[src/rtl/rr_arbiter_139.sv]
// Four-way round-robin arbiter. Drives the winner as a {G_L, B, A} decoder select.
// It also provides decoded active-low grants. Every output is registered.
module rr_arbiter_139 #(
    parameter int unsigned MAX_HOLD = 8
) (
    input  logic       CLK,
    input  logic       RESET,
    input  logic [3:0] REQ_L,
    output logic       G_L,
    output logic       B,
    output logic       A,
    output logic [3:0] GNT_L,
    output logic       BUSY
);

    typedef enum logic {
        IDLE  = 1'b0,
        GRANT = 1'b1
    } state_t;

    localparam logic [7:0] CNT_LAST = 8'(MAX_HOLD - 1);

    state_t     state, state_nx;
    logic [1:0] ptr, ptr_nx;
    logic [1:0] sel, sel_nx;
    logic [7:0] cnt, cnt_nx;
    logic [3:0] req;
    logic [1:0] winner;
    logic       any_req;
    logic       others_waiting;

    assign req = ~REQ_L;
    assign B   = sel[1];
    assign A   = sel[0];

    // First requester found when searching upward from the priority pointer, wrapping modulo 4.
    always_comb begin
        logic [1:0] idx;
        idx     = '0;
        winner  = ptr;
        any_req = 1'b0;
        for (int unsigned i = 0; i < 4; i++) begin
            idx = ptr + 2'(i);
            if (!any_req && req[idx]) begin
                winner  = idx;
                any_req = 1'b1;
            end
        end
    end

    assign others_waiting = |(req & ~(4'b0001 << sel));

    always_comb begin
        state_nx = state;
        ptr_nx   = ptr;
        sel_nx   = sel;
        cnt_nx   = cnt;
        case (state)
            IDLE: begin
                if (any_req) begin
                    state_nx = GRANT;
                    sel_nx   = winner;
                    cnt_nx   = '0;
                end
            end
            GRANT: begin
                if (cnt != CNT_LAST) begin
                    cnt_nx = cnt + 8'd1;
                end
                if (!req[sel] || (cnt == CNT_LAST && others_waiting)) begin
                    state_nx = IDLE;
                    ptr_nx   = sel + 2'd1;
                end
            end
            default: state_nx = IDLE;
        endcase
    end

    always_ff @(posedge CLK) begin
        if (RESET) begin
            state <= IDLE;
            ptr   <= '0;
            sel   <= '0;
            cnt   <= '0;
            G_L   <= 1'b1;
            GNT_L <= '1;
            BUSY  <= 1'b0;
        end else begin
            state <= state_nx;
            ptr   <= ptr_nx;
            sel   <= sel_nx;
            cnt   <= cnt_nx;
            G_L   <= (state_nx != GRANT);
            BUSY  <= (state_nx == GRANT);
            GNT_L <= (state_nx == GRANT) ? ~(4'b0001 << sel_nx) : '1;
        end
    end

endmodule
[config.mk]
export PLATFORM = sky130hd
export DESIGN_NAME = rr_arbiter_139
export DESIGN_NICKNAME = d
export VERILOG_FILES = /design/src/rtl/rr_arbiter_139.sv
export SDC_FILE = /design/constraint.sdc
export NUM_CORES = 1
export LEC_CHECK = 0
export CORE_MARGIN = 1
export CORE_UTILIZATION = 52
export DETAILED_ROUTE_END_ITERATION = 8
export GPL_TIMING_DRIVEN = 1
export HOLD_SLACK_MARGIN = 0.06
export PLACE_DENSITY = 0.84
export SLEW_MARGIN = 20
export SYNTH_ARGS = -nofsm -noshare
export SYNTH_HDL_FRONTEND = slang
export SYNTH_SLANG_ARGS = --single-unit
[constraint.sdc]
create_clock -name CLK -period 2 [get_ports CLK]
set_input_delay 0.4 -clock CLK [delete_from_list [all_inputs] [get_ports CLK]]
set_output_delay 0.4 -clock CLK [all_outputs]
set_load 0.02 [all_outputs]
==> impl_metrics.env <==
export IMPL_status="finished, final reports clean"
export IMPL_first_global_vias=771
export IMPL_cp_top_family="buffers and inverters"
export IMPL_synth_top_family_by_area="simple AND/OR/NAND/NOR gates"
export IMPL_grt_antenna_before_repair=0
export IMPL_rsz0062_at_grt="false"
export IMPL_grt_first_pass_wirelength_um=3560
export IMPL_max_freq_mhz=542
export IMPL_grt_max_degree=11
export IMPL_yosys_warnings=0
export IMPL_synth_yosys_seq_area_share=0.380
export IMPL_routed_wirelength_um=2160
export IMPL_whs_ns=0.536
export IMPL_via_count=864
export IMPL_grt_use_met2=0.362
export IMPL_p_total_w=0.000818
export IMPL_fp_coreArea_um2=1710
export IMPL_pin_count=14
export IMPL_drc=0
export IMPL_switchingPower_w=0.000233
export IMPL_maxSlewHeadroom=0.690
export IMPL_seq_power_share=0.492
export IMPL_worstSetupPathType="flop to primary output"
export IMPL_worst_setup_path_start_kind="flop"
export IMPL_postSynthCellCount=108
export IMPL_synth_top_cell_by_area="dfxtp_1"
export IMPL_cts_buffers=3
export IMPL_ctsResizeCount=0
export IMPL_synth_seq_cells=18
export IMPL_top_usage_layer="met2"
export IMPL_drt_vias_per_instance=5.43
export IMPL_grt_util_all_layers=0.251
export IMPL_clk_pin_slew_ns=0.10
export IMPL_cts_tree="built"
export IMPL_nNetsFinal=146
export IMPL_synth_xor_area_frac=0.0277
export IMPL_leakage_nw=0.483
export IMPL_ir_drop_mv=0.505
export IMPL_setup_viol=0
export IMPL_powerDensity_nw_per_um2=673
export IMPL_grt_util_met1=0.348
export IMPL_pwr_share_clk=0.275
export IMPL_cp_num_cells=1
export IMPL_n_antenna_cell=0
export IMPL_drv_cap=0
export IMPL_fin_crit_sh=0.922
export IMPL_dp_cells=155
export IMPL_cts_root_buf="clkbuf_4"
export IMPL_endpoint="A"
export IMPL_synth_compound_area_frac=0.186
export IMPL_worst_pin_slew_ns=0.464
export IMPL_worstHoldPathType="flop to flop"
export IMPL_place_congestion=0.780
export IMPL_synthAdderAreaFrac=0.0661
export IMPL_required_ns=1.60
export IMPL_die_y_um=44.7
export IMPL_dpl_hpwl_um=1610
export IMPL_synth_cell_types=34
export IMPL_syn_cell_area_um2=947
export IMPL_synth_common_cells="dfxtp_1 (18), nor2_1 (13), nand2_1 (10)"
export IMPL_ant_nets=0
export IMPL_cp_max_fo=6
export IMPL_yosysMostFrequentCell="dfxtp_1"
export IMPL_async_flop_share=0
export IMPL_initial_core_util=0.555
export IMPL_r2r_slack_ns=0.19
export IMPL_layout_cells_non_filler=159
export IMPL_worstPathCellList="clkdlybuf4s50_1"
export IMPL_nFillCells=137
export IMPL_hold_viol=0
export IMPL_cts_buffer_depth=2
export IMPL_synth_mux_area_frac=0.0449
export IMPL_cts_num_sinks=18
export IMPL_area_growth_syn_to_layout_pct=28.4
export IMPL_syn_avg_cell_area_um2=8.77
export IMPL_dieArea_um2=2000
export IMPL_layout_min_cycle_time_ns=1.84
export IMPL_syn_nets=119
export IMPL_drive_gt1_frac=0.142
export IMPL_arrival_ns=1.44
export IMPL_synth_area_top_cells="dfxtp_1 (38%), ha_1 (6.6%), nor2_1 (5.2%)"
export IMPL_clk_latency_ns=0.29
export IMPL_synth_top_area_share=0.380
export IMPL_comb_power_share=0.233
export IMPL_clock_skew_ns=0.00237
export IMPL_critPathSlowestCell="clkdlybuf4s50_1"
export IMPL_critPathMaxStageDelay_ns=0.67
export IMPL_hold_buffers=0
export IMPL_post_drt_wl_per_cell_um=13.6
export IMPL_drv_slew=0
export IMPL_row_count=15
export IMPL_synth_edf_count=0
export IMPL_first_iter_violations=25
export IMPL_r2r_end="ptr[0]$_SDFFE_PP0P_"
export IMPL_io_buffer_count=13
export IMPL_post_cts_setup_buffers=0
export IMPL_critical_path_startpoint="sel[0]$_SDFF_PP0_"
export IMPL_p_sw_frac=0.284
export IMPL_grt_overflow_total=0
export IMPL_worstSetupEndpointType="primary output"
export IMPL_die_w_um=44.7
export IMPL_reg2reg_from="sel[0]$_SDFF_PP0_"
export IMPL_path_buf_inv=1
export IMPL_ys_flop_type="dfxtp_1"
export IMPL_drt_pass1_iterations=4
export IMPL_synthSimpleGateAreaFrac=0.271
export IMPL_grt_util_met3=0.0531
export IMPL_htree_levels=1
export IMPL_p_int_w=0.000586
export IMPL_rr_worst_depth=8
routing by layer:
layer  vias up  part of all wire
met5         -                 0
met1       396              0.48
li1        442                 -
met2        20              0.46
met4         0             0.018
met3         6             0.041
cells in the final DEF (no fill, tap or decap), types with 3 or more instances in the layout:
cell / instances
a21oi_1: 7
buf_4: 10
clkbuf_4: 3
clkdlybuf4s50_1: 13
dfxtp_1: 18
ha_1: 5
inv_1: 5
nand2_1: 10
nand3_1: 8
nand3b_1: 4
nor2_1: 13
o21ai_0: 4
o22ai_1: 3
o31ai_1: 3
xor2_1: 3
worst register-to-register path, delay by kind of cell, from the launching register on:
family	cells	cell delay (ns)
fa+ha+maj	1	0.21
compound gates	4	0.72
flops	1	0.48
buf+inv	2	0.25
simple gates	1	0.05
flip-flops by register name, summed over array words and instances, names as in the netlist:
register  cells
state         1
G_L           1
sel           2
ptr           2
cnt           8
GNT_L         4
cell type report:
class	count	area, µm²	area share
timing repair buffer	23	205	0.169
clock buffer	4	36.3	0.0298
tap	25	31.3	0.0257
inverter	5	18.8	0.0154
multi-input combinational	84	564	0.464
sequential	18	360	0.296
how the worst min path moves through the flow:
stage	start	to	cells after the start
6_report	cnt[6]$_SDFFE_PP0P_	cnt[6]$_SDFFE_PP0P_	2
5_1_grt	cnt[6]$_SDFFE_PP0P_	cnt[6]$_SDFFE_PP0P_	2
4_1_cts	cnt[3]$_SDFFE_PP0P_	cnt[3]$_SDFFE_PP0P_	1
3_5_place_dp	cnt[7]$_SDFFE_PP0P_	cnt[7]$_SDFFE_PP0P_	2
3_3_place_gp	cnt[7]$_SDFFE_PP0P_	cnt[7]$_SDFFE_PP0P_	2
2_1_floorplan	cnt[3]$_SDFFE_PP0P_	cnt[3]$_SDFFE_PP0P_	1
power groups by stage:
stage	registers [W]	logic (W)	clock network (W)
2_1_floorplan	0.000424	0.0000857	0
3_3_place_gp	0.000408	0.000183	0
3_5_place_dp	0.000410	0.000190	0
4_1_cts	0.000402	0.000191	0.000226
5_1_grt	0.000406	0.000206	0.000242
6_report	0.000403	0.000191	0.000225
cell families (layout without fill, tap and decap cells):
kind of cell,after synthesis,in the layout
XOR/XNOR,3,3
multiplexers,3,3
adder cells (fa/ha/maj),5,5
AND/OR/NAND/NOR,47,47
buffers and inverters,6,32
AO/OA/AOI/OAI,26,26
flip-flops,18,18
per-stage QoR:
step	setup TNS [ns]	worst slack [ns]	area, µm²	utilization
after floorplan	0	0.243	947	-
after CTS	0	0.148	1220	0.712
final	0	0.157	1220	0.712
after global routing	0	0.0749	1220	0.712
after detailed placement	-0.735	-0.133	1180	0.691
after global placement	-0.492	-0.116	1180	0.691
(Power assumes the default switching activity.)
